`config.mk`:
```
export PLATFORM = sky130hd
export DESIGN_NAME = preamble_inserter_flat
export DESIGN_NICKNAME = d
export VERILOG_FILES = /design/src/rtl/preamble_inserter_if.sv /design/src/rtl/preamble_inserter.sv /design/src/flat_wrapper.sv
export SDC_FILE = /design/constraint.sdc
export NUM_CORES = 1
export LEC_CHECK = 0
export BUFFER_PORTS_ARGS = -buffer_cell sky130_fd_sc_hd__buf_2
export CORE_ASPECT_RATIO = 0.5
export CORE_MARGIN = 2
export CORE_UTILIZATION = 35
export CTS_CLUSTER_SIZE = 28
export DETAILED_ROUTE_END_ITERATION = 12
export GPL_TIMING_DRIVEN = 0
export REMOVE_ABC_BUFFERS = 1
export SETUP_SLACK_MARGIN = 0.1
export SLEW_MARGIN = 25
export SYNTH_ARGS = -nofsm -noshare
export SYNTH_HDL_FRONTEND = slang
export SYNTH_SLANG_ARGS = --single-unit
```
`constraint.sdc`:
```
create_clock -name clk -period 6.2 [get_ports clk]
set_input_delay 1.24 -clock clk [delete_from_list [all_inputs] [get_ports clk]]
set_output_delay 1.24 -clock clk [all_outputs]
set_load 0.01 [all_outputs]
```
`src/rtl/preamble_inserter_if.sv`:
```
`default_nettype none
// +----------------------------------------------------------------------------+
// | preamble_inserter_if                                                       |
// | Frame-request / payload-input / framed-I/Q-output bundle of the framer.    |
// | Rev 1.0                                                                    |
// +----------------------------------------------------------------------------+
interface preamble_inserter_if;
  logic        start;
  logic [15:0] frame_len;
  logic [17:0] data_i;
  logic [17:0] data_q;
  logic        ivalid;
  logic        iready;
  logic [17:0] odata_i;
  logic [17:0] odata_q;
  logic        ovalid;
  logic        osop;
  logic        oeop;
  logic        busy;
  logic        underflow;

  modport master (
    output start, frame_len, data_i, data_q, ivalid,
    input  iready, odata_i, odata_q, ovalid, osop, oeop, busy, underflow
  );

  modport slave (
    input  start, frame_len, data_i, data_q, ivalid,
    output iready, odata_i, odata_q, ovalid, osop, oeop, busy, underflow
  );
endinterface
`default_nettype wire

```
`src/rtl/preamble_inserter.sv`:
```
`default_nettype none
// +----------------------------------------------------------------------------+
// | preamble_inserter                                                          |
// | Tx framer: BPSK PN preamble (LFSR x^7+x^6+1) then fixed-timing payload.    |
// | Optional guard zeros after EOP when TX_GUARD_EN is defined.                |
// | Rev 1.0                                                                    |
// +----------------------------------------------------------------------------+
module preamble_inserter #(
  parameter int          PRE_LEN   = 64,
  parameter logic [6:0]  LFSR_SEED = 7'h5A,
  parameter logic [17:0] AMP       = 18'd8192,
  parameter int          GUARD_LEN = 16
) (
  input  wire logic          clk,
  input  wire logic          rst,
  preamble_inserter_if.slave bus_io
);

  localparam int          c_PRE_W   = $clog2(PRE_LEN + 1);
  localparam logic [17:0] c_NEG_AMP = 18'd0 - AMP;

  if (PRE_LEN < 2 || GUARD_LEN < 1) begin : g_param_check
    $error("preamble_inserter: PRE_LEN must be >= 2 and GUARD_LEN >= 1");
  end

`ifdef TX_GUARD_EN
  localparam int c_GUARD_W = $clog2(GUARD_LEN + 1);
  typedef enum logic [2:0] {S_IDLE, S_PRE, S_PAY, S_GUARD, S_END} state_t;
`else
  typedef enum logic [1:0] {S_IDLE, S_PRE, S_PAY, S_END} state_t;
`endif

  state_t             state_q;
  logic [6:0]         lfsr_q;
  logic [6:0]         lfsr_d;
  logic [c_PRE_W-1:0] pre_cnt_q;
  logic [15:0]        pay_cnt_q;
  logic [17:0]        odata_i_q;
  logic [17:0]        odata_q_q;
  logic               ovalid_q;
  logic               osop_q;
  logic               oeop_q;
  logic               underflow_q;
`ifdef TX_GUARD_EN
  logic [c_GUARD_W-1:0] guard_cnt_q;
`endif

  function automatic logic [6:0] lfsr_step(input logic [6:0] s);
    return {s[5:0], s[6] ^ s[5]};
  endfunction

  function automatic logic [17:0] bpsk(input logic b);
    return b ? AMP : c_NEG_AMP;
  endfunction

  assign lfsr_d = lfsr_step(lfsr_q);

  // The state register leads the output registers by one cycle; S_END keeps
  // busy high while the final sample sits on the outputs.
  always_ff @(posedge clk) begin
    if (rst) begin
      state_q     <= S_IDLE;
      lfsr_q      <= LFSR_SEED;
      pre_cnt_q   <= '0;
      pay_cnt_q   <= '0;
      odata_i_q   <= '0;
      odata_q_q   <= '0;
      ovalid_q    <= 1'b0;
      osop_q      <= 1'b0;
      oeop_q      <= 1'b0;
      underflow_q <= 1'b0;
`ifdef TX_GUARD_EN
      guard_cnt_q <= '0;
`endif
    end else begin
      osop_q <= 1'b0;
      oeop_q <= 1'b0;
      case (state_q)
        S_IDLE: begin
          ovalid_q  <= 1'b0;
          odata_i_q <= '0;
          odata_q_q <= '0;
          if (bus_io.start) begin
            state_q     <= S_PRE;
            pay_cnt_q   <= bus_io.frame_len;
            underflow_q <= 1'b0;
            odata_i_q   <= bpsk(LFSR_SEED[6]);
            odata_q_q   <= bpsk(LFSR_SEED[6]);
            ovalid_q    <= 1'b1;
            osop_q      <= 1'b1;
            lfsr_q      <= lfsr_step(LFSR_SEED);
            pre_cnt_q   <= c_PRE_W'(1);
          end
        end
        S_PRE: begin
          odata_i_q <= bpsk(lfsr_q[6]);
          odata_q_q <= bpsk(lfsr_q[6]);
          ovalid_q  <= 1'b1;
          lfsr_q    <= lfsr_d;
          pre_cnt_q <= pre_cnt_q + c_PRE_W'(1);
          if (pre_cnt_q == c_PRE_W'(PRE_LEN - 1)) begin
            if (pay_cnt_q != 16'd0) begin
              state_q <= S_PAY;
            end else begin
              oeop_q <= 1'b1;
`ifdef TX_GUARD_EN
              state_q     <= S_GUARD;
              guard_cnt_q <= '0;
`else
              state_q <= S_END;
`endif
            end
          end
        end
        S_PAY: begin
          ovalid_q <= 1'b1;
          if (bus_io.ivalid) begin
            odata_i_q <= bus_io.data_i;
            odata_q_q <= bus_io.data_q;
          end else begin
            odata_i_q   <= '0;
            odata_q_q   <= '0;
            underflow_q <= 1'b1;
          end
          pay_cnt_q <= pay_cnt_q - 16'd1;
          if (pay_cnt_q == 16'd1) begin
            oeop_q <= 1'b1;
`ifdef TX_GUARD_EN
            state_q     <= S_GUARD;
            guard_cnt_q <= '0;
`else
            state_q <= S_END;
`endif
          end
        end
`ifdef TX_GUARD_EN
        S_GUARD: begin
          odata_i_q   <= '0;
          odata_q_q   <= '0;
          ovalid_q    <= 1'b1;
          guard_cnt_q <= guard_cnt_q + c_GUARD_W'(1);
          if (guard_cnt_q == c_GUARD_W'(GUARD_LEN - 1)) begin
            state_q <= S_END;
          end
        end
`endif
        S_END: begin
          ovalid_q  <= 1'b0;
          odata_i_q <= '0;
          odata_q_q <= '0;
          state_q   <= S_IDLE;
        end
        default: begin
          state_q <= S_IDLE;
        end
      endcase
    end
  end

  assign bus_io.iready    = (state_q == S_PAY);
  assign bus_io.busy      = (state_q != S_IDLE);
  assign bus_io.odata_i   = odata_i_q;
  assign bus_io.odata_q   = odata_q_q;
  assign bus_io.ovalid    = ovalid_q;
  assign bus_io.osop      = osop_q;
  assign bus_io.oeop      = oeop_q;
  assign bus_io.underflow = underflow_q;

endmodule
`default_nettype wire
```
`src/flat_wrapper.sv`:
```
// flat-port wrapper written by rule: the top's interface ports become plain ports
module preamble_inserter_flat 
#(
  parameter int          PRE_LEN   = 64,
  parameter logic [6:0]  LFSR_SEED = 7'h5A,
  parameter logic [17:0] AMP       = 18'd8192,
  parameter int          GUARD_LEN = 16
)
  (clk, rst, bus_io_start, bus_io_frame_len, bus_io_data_i, bus_io_data_q, bus_io_ivalid, bus_io_iready, bus_io_odata_i, bus_io_odata_q, bus_io_ovalid, bus_io_osop, bus_io_oeop, bus_io_busy, bus_io_underflow);
  preamble_inserter_if bus_io_i ();
  input  wire logic clk;
  input  wire logic rst;
  input wire logic [$bits(bus_io_i.start)-1:0] bus_io_start;
  input wire logic [$bits(bus_io_i.frame_len)-1:0] bus_io_frame_len;
  input wire logic [$bits(bus_io_i.data_i)-1:0] bus_io_data_i;
  input wire logic [$bits(bus_io_i.data_q)-1:0] bus_io_data_q;
  input wire logic [$bits(bus_io_i.ivalid)-1:0] bus_io_ivalid;
  output wire logic [$bits(bus_io_i.iready)-1:0] bus_io_iready;
  output wire logic [$bits(bus_io_i.odata_i)-1:0] bus_io_odata_i;
  output wire logic [$bits(bus_io_i.odata_q)-1:0] bus_io_odata_q;
  output wire logic [$bits(bus_io_i.ovalid)-1:0] bus_io_ovalid;
  output wire logic [$bits(bus_io_i.osop)-1:0] bus_io_osop;
  output wire logic [$bits(bus_io_i.oeop)-1:0] bus_io_oeop;
  output wire logic [$bits(bus_io_i.busy)-1:0] bus_io_busy;
  output wire logic [$bits(bus_io_i.underflow)-1:0] bus_io_underflow;
  assign bus_io_i.start = bus_io_start;
  assign bus_io_i.frame_len = bus_io_frame_len;
  assign bus_io_i.data_i = bus_io_data_i;
  assign bus_io_i.data_q = bus_io_data_q;
  assign bus_io_i.ivalid = bus_io_ivalid;
  assign bus_io_iready = bus_io_i.iready;
  assign bus_io_odata_i = bus_io_i.odata_i;
  assign bus_io_odata_q = bus_io_i.odata_q;
  assign bus_io_ovalid = bus_io_i.ovalid;
  assign bus_io_osop = bus_io_i.osop;
  assign bus_io_oeop = bus_io_i.oeop;
  assign bus_io_busy = bus_io_i.busy;
  assign bus_io_underflow = bus_io_i.underflow;
  preamble_inserter #(.PRE_LEN(PRE_LEN), .LFSR_SEED(LFSR_SEED), .AMP(AMP), .GUARD_LEN(GUARD_LEN)) u_core (.clk(clk), .rst(rst), .bus_io(bus_io_i));
endmodule
```
==> flow_summary.yaml, run 1 <==
outcome:
  outcome: "finished clean"
drt:
  wl_per_cell_um: 12.9
  vias: 2555
  dr_wl_met3_um: 379
  drc: 0
  wl_met2_mm: 3.05
  wl_mm: 6.83
  drt-initial-drc-count: 181
  top_layer_used: "met4"
  wl_met1_mm: 3.34
  routed_via_density: 4.81
  first_pass_iters: 4
  antenna_left: 0
sta:
  rsz0062_at_grt: "no"
  hold_slack_ps: 485
  finalCriticalPeriod_ps: 2860
  finClkSkew_ps: 6.07
  max_freq_ghz: 0.350
  final-hold-violation-count: 0
  slew_viol_final: 0
  fin_ws_ps: 3340
  finalSetupViolCount: 0
  slew_headroom_pct: 41.9
  min_period_over_period_pct: 46.1
  finalSetupTns_ps: 0
  tightestPinTransition_ps: 869
clock_network:
  cts_buffer_depth: 2
  path_clk_slew_ps: 60
  insertion_delay_ps: 330
  post_cts_buffers: 0
  cts_root_buf: "clkbuf_16"
  holdBufCountCts: 0
  cts_buffers: 9
  cts.repair.resized: 0
  cts.sinks: 72
  cts_tree: "yes"
  h-tree-depth: 3
place:
  dp_hpwl_mm: 4.77
  place_ws_ps: 3090
  gp_congestion: 0.764
  numPlacedInstances: 515
  port_buffers: 97
logic_synthesis:
  synth-seq-cells: 72
  syn_inst: 325
  synth_edf_count: 0
  synth_cell_types: 45
  postSynthAreaPerCell_um2: 9.10
  yosys_most_used_dff: "dfxtp_1"
  syn_area_um2: 2960
  synthArstFlopShare_pct: 0
  seq_area_frac_synth_pct: 48.7
  synth_warnings: 0
setup_path:
  crit_path_max_fanout: 27
  path_class: "register to primary output"
  cp_data_arrival_time_ps: 1620
  critPathCaptureType: "primary output"
  startpoint_type: "register"
  cp.required_ps: 4960
layout:
  drive_above_1_share_pct: 29.4
  multi_input_area_um2: 1430
  final_common_cell: "buf_2"
  areaGrowthSynthToFinish_pct: 30.2
  antenna_cells: 0
  fin_util_pct: 47.6
  seqCellArea_um2: 1440
  fillerInstances: 808
  stdcell_count: 531
  nNetsFinal: 477
  mostFrequentLayoutCells: "buf_2, dfxtp_1, nor2_1"
global_routing:
  grt_pass1_vias: 2378
  grt_pass1_wl_mm: 11.4
  grt.overflow.total: 0
  antenna_found_initial: 0
  track_usage_pct: 15.3
  grt_start_max_net_pins: 38
floorplan:
  rows: 23
  die_area_um2: 9250
  core_area_um2: 8090
  start_util_pct: 36.6
  ioPinCount: 98
  die_height_um: 69.0
  die_w_um: 134
power:
  vdd_ir_drop_max_mv: 0.156
  powerDensity_nw_per_um2: 448
  leakage_nw: 1.67
flow_run:
  drv_cap: 0
hold_path:
  hp-class: "register to register"
## layer usage
metal  global-route usage [%]  up-vias
met3                     5.45        8
met1                     19.9     1152
li1                         -     1331
met2                     23.4       64
met4                     5.56        0
met5                        0        -
## registers in the layout, summed over array words and instances, names as in the netlist
| signal | cells |
|---|---|
| u_core.pre_cnt_q | 7 |
| u_core.bus_io.oeop | 1 |
| u_core.pay_cnt_q | 16 |
| u_core.lfsr_q | 7 |
| u_core.bus_io.odata_i | 18 |
| u_core.bus_io.ovalid | 1 |
| u_core.state_q | 2 |
| u_core.bus_io.osop | 1 |
| u_core.bus_io.underflow | 1 |
| u_core.bus_io.odata_q | 18 |
## kinds of logic (layout without fill, tap and decap cells)
kind of cell             after synthesis  after routing  share of synthesized area (%)
AO/OA/AOI/OAI                         70             70                           15.3
XOR/XNOR                               7              7                           2.07
adder cells (fa/ha/maj)                7              7                           2.96
buffers and inverters                 26            120                           3.60
flip-flops                            72             72                           48.7
multiplexers                          10             10                           3.47
AND/OR/NAND/NOR                      133            133                           23.9
## cells in the mapped netlist (2+ instances only)
| cell | count | area, um^2 |
|---|---|---|
| a21boi_0 | 2 | 15.0 |
| nand4_1 | 8 | 50.1 |
| o21ai_0 | 8 | 40.0 |
| nor3_1 | 11 | 55.1 |
| and2_1 | 27 | 169 |
| mux2i_1 | 8 | 80.1 |
| xnor2_1 | 4 | 35.0 |
| o22ai_1 | 6 | 37.5 |
| a21oi_1 | 24 | 120 |
| nand2_1 | 28 | 105 |
| nor2_1 | 31 | 116 |
| inv_1 | 7 | 26.3 |
| a22oi_1 | 10 | 75.1 |
| ha_1 | 7 | 87.6 |
| o211ai_1 | 2 | 15.0 |
| dfxtp_1 | 72 | 1440 |
| a221o_1 | 4 | 40.0 |
| nand3_1 | 5 | 25.0 |
| nor3b_1 | 3 | 22.5 |
| a21o_1 | 2 | 15.0 |
| nor2b_1 | 3 | 18.8 |
| nand2b_1 | 3 | 18.8 |
| nor4_4 | 2 | 42.5 |
| or3_1 | 2 | 12.5 |
| mux2_2 | 2 | 22.5 |
| clkbuf_1 | 16 | 60.1 |
| nor4_1 | 5 | 31.3 |
| a211oi_1 | 4 | 30.0 |
| xor2_1 | 3 | 26.3 |
## critical path: stages (launching register included)
cell     delay, ps
dfxtp_1        310
inv_1          150
ha_2           590
buf_2          240
## final timing paths
check / slack, ps / depth (start not counted) / start / to
hold reg to reg: 480 / 2 / u_core.lfsr_q[4]$_SDFFE_PP1P_ / u_core.lfsr_q[4]$_SDFFE_PP1P_
hold / removal: 480 / 2 / u_core.lfsr_q[4]$_SDFFE_PP1P_ / u_core.lfsr_q[4]$_SDFFE_PP1P_
setup / recovery: 3340 / 3 / u_core.state_q[0]$_SDFFE_PP0P_ / bus_io_iready
setup reg to reg: 3570 / 7 / u_core.state_q[0]$_SDFFE_PP0P_ / u_core.pay_cnt_q[15]$_SDFFE_PP0P_
## power breakdown
| part | total, W | switching (W) | internal (W) |
|---|---|---|---|
| logic | 0.000553 | 0.000324 | 0.000229 |
| registers | 0.000609 | 0.0000738 | 0.000536 |
| clock network | 0.000564 | 0.000199 | 0.000364 |
## stage by stage
stage / instance area [um^2] / power [W]
floorplan: 2880 / 0.00101
global placement: 3500 / 0.00116
detailed placement: 3510 / 0.00116
CTS: 3840 / 0.00174
global route: 3850 / 0.00185
finish: 3850 / 0.00173
## final cells by class
class                   instances  share of cell area, %
repair buffers                 97                   12.6
clock inverters                 6                   2.37
inverters                       7                  0.682
flip-flops and latches         72                   37.4
clock buffers                  10                   6.21
multi-input cells             227                   37.1
well taps                     112                   3.64
Power figures use the tool's default switching activity.
==> inputs of run 2 (changes only) <==
- ABC_AREA: unset -> 1
- clock period: 6.2 -> 2.7 ns (I/O delays scaled with it)
==> run 2 against run 1 <==
Net effect:
- die area up 4.3%
- cell area up 3.3%
- cell count up 15%
- clock power up 130%
- worst setup slack worse by 2800 ps
- global-route usage up 1.5 points
- worst hold slack worse by 47 ps
- critical path depth up 4
- critical endpoint is now u_core.pay_cnt_q[1]$_SDFFE_PP0P_
==> flow_summary.yaml, run 2 <==
outcome:
  outcome: "finished clean"
drt:
  wl_per_cell_um: 12.4
  vias: 2864
  drt-initial-drc-count: 126
  drc: 0
  first_pass_iters: 4
  routed_via_density: 4.70
  antenna_left: 0
  wl_mm: 7.56
floorplan:
  core_area_um2: 8650
  die_w_um: 137
  rows: 24
  start_util_pct: 35.7
  die_height_um: 70.4
  ioPinCount: 98
  die_area_um2: 9640
clock_network:
  path_clk_slew_ps: 60
  cts_tree: "yes"
  cts_root_buf: "clkbuf_16"
  cts_buffers: 9
  insertion_delay_ps: 320
  h-tree-depth: 3
  cts_buffer_depth: 2
  cts.sinks: 72
  post_cts_buffers: 0
layout:
  antenna_cells: 0
  fin_util_pct: 46.0
  nNetsFinal: 550
  drive_above_1_share_pct: 26.8
  mostFrequentLayoutCells: "buf_2, dfxtp_1, nand2_1"
  fillerInstances: 907
  areaGrowthSynthToFinish_pct: 28.7
  stdcell_count: 609
  final_common_cell: "buf_2"
sta:
  slew_headroom_pct: 38.7
  finalSetupViolCount: 0
  finClkSkew_ps: 4.82
  finalSetupTns_ps: 0
  tightestPinTransition_ps: 917
  hold_slack_ps: 438
  min_period_over_period_pct: 80.5
  slew_viol_final: 0
  rsz0062_at_grt: "no"
  finalCriticalPeriod_ps: 2170
  max_freq_ghz: 0.460
  final-hold-violation-count: 0
power:
  powerDensity_nw_per_um2: 1030
  leakage_nw: 1.78
  power_w: 0.00410
  vdd_ir_drop_max_mv: 0.411
setup_path:
  crit_path_max_incr_delay_ps: 410
  path_cells: "inv_1 -> ha_4 -> inv_2 -> o21ai_4 -> inv_2 -> a211oi_1 -> a211oi_1"
  critPathCaptureType: "register"
  path_delay_family: "compound AO/OA/AOI/OAI gates"
  cpMaxStageDelayCell: "ha_4"
  crit_path_max_fanout: 34
  cp.required_ps: 2880
  startpoint_type: "register"
  crit_buf_inv: 3
  path_class: "register to register"
  cp_data_arrival_time_ps: 2350
global_routing:
  grt_start_max_net_pins: 35
  grt_pass1_vias: 2767
  track_usage_pct: 16.8
  grt.overflow.total: 0
  grt_pass1_wl_mm: 12.8
  antenna_found_initial: 0
logic_synthesis:
  syn_inst: 397
  synth_edf_count: 0
  netlist.top_cell.by_area: "dfxtp_1"
  netlist.area_leader.share_pct: 46.6
  ys_top_cells_by_count: "dfxtp_1, nand2_1, nor2_1"
  syn_area_um2: 3090
  synth_warnings: 0
  synthTopCellsByArea: "dfxtp_1, nand2_1, nor3b_1, nor2_1, a21oi_1"
  seq_area_frac_synth_pct: 46.6
  synth_cell_types: 37
  postSynthAreaPerCell_um2: 7.78
  synthArstFlopShare_pct: 0
  yosys_most_used_dff: "dfxtp_1"
  synth-seq-cells: 72
place:
  port_buffers: 97
  numPlacedInstances: 592
  gp_congestion: 0.789
  dp_hpwl_mm: 5.15
hold_path:
  hp-class: "input port to register"
flow_run:
  drv_cap: 0
==> run 2: power breakdown <==
part | total, W | switching, W | leakage, nW | internal [W]
clock network | 0.00127 | 0.000455 | 0.156 | 0.000810
registers | 0.00135 | 0.000118 | 0.586 | 0.00124
logic | 0.00148 | 0.000992 | 1.04 | 0.000485
==> run 2: cells by family after synthesis <==
| family | share of synthesized area (%) |
|---|---|
| XOR/XNOR | 0.567 |
| buffers and inverters | 7.00 |
| flip-flops | 46.6 |
| AND/OR/NAND/NOR | 29.2 |
| AO/OA/AOI/OAI | 13.7 |
| adder cells (fa/ha/maj) | 2.83 |
==> run 2: metrics by stage <==
stage / area, um^2 / worst slack [ps]
after global routing: 3980 / 287
after CTS: 3970 / 327
after global placement: 3630 / -740
after detailed placement: 3630 / -206
final: 3980 / 527
after floorplan: 2990 / 219
==> run 2: area by class of cell <==
type,instances,area (um^2),area share [%]
flip-flops and latches,72,1440,36.2
well taps,117,146,3.68
clock buffers,9,225,5.66
inverters,32,120,3.02
clock inverters,7,95.1,2.39
multi-input cells,275,1460,36.8
repair buffers,97,485,12.2
==> run 2: layer usage <==
layer / track usage [%] / share of wire (%) / vias up
li1: - / - / 1505
met1: 21.0 / 47 / 1283
met2: 26.0 / 44 / 72
met3: 8.13 / 8.3 / 4
met4: 4.24 / 0.71 / 0
met5: 0 / 0 / -
==> run 2: worst paths after layout <==
path | startpoint | endpoint | slack [ps] | cells after the start
worst max register to register | u_core.state_q[0]$_SDFFE_PP0P_ | u_core.pay_cnt_q[1]$_SDFFE_PP0P_ | 530 | 7
worst max-delay path | u_core.state_q[0]$_SDFFE_PP0P_ | u_core.pay_cnt_q[1]$_SDFFE_PP0P_ | 530 | 7
worst min-delay path | bus_io_data_q[4] | u_core.bus_io.odata_q[4]$_SDFF_PP0_ | 440 | 3
worst min register to register | u_core.pre_cnt_q[5]$_SDFFE_PP0P_ | u_core.pre_cnt_q[5]$_SDFFE_PP0P_ | 460 | 1
==> run 2: timing repair <==
item | CTS | global route
endpoints found under the setup margin | 15 | 2
hold buffers | 0 | 0
gates resized for setup | 2 | 0
pin swaps | 0 | 1
gates cloned | 0 | 1
hold endpoints to repair | 0 | 0
==> run 2: tightest hold or removal path, cell delays in order <==
cell and delay [ps]:
buf_2 70, nand2_1 40, nor2_1 70
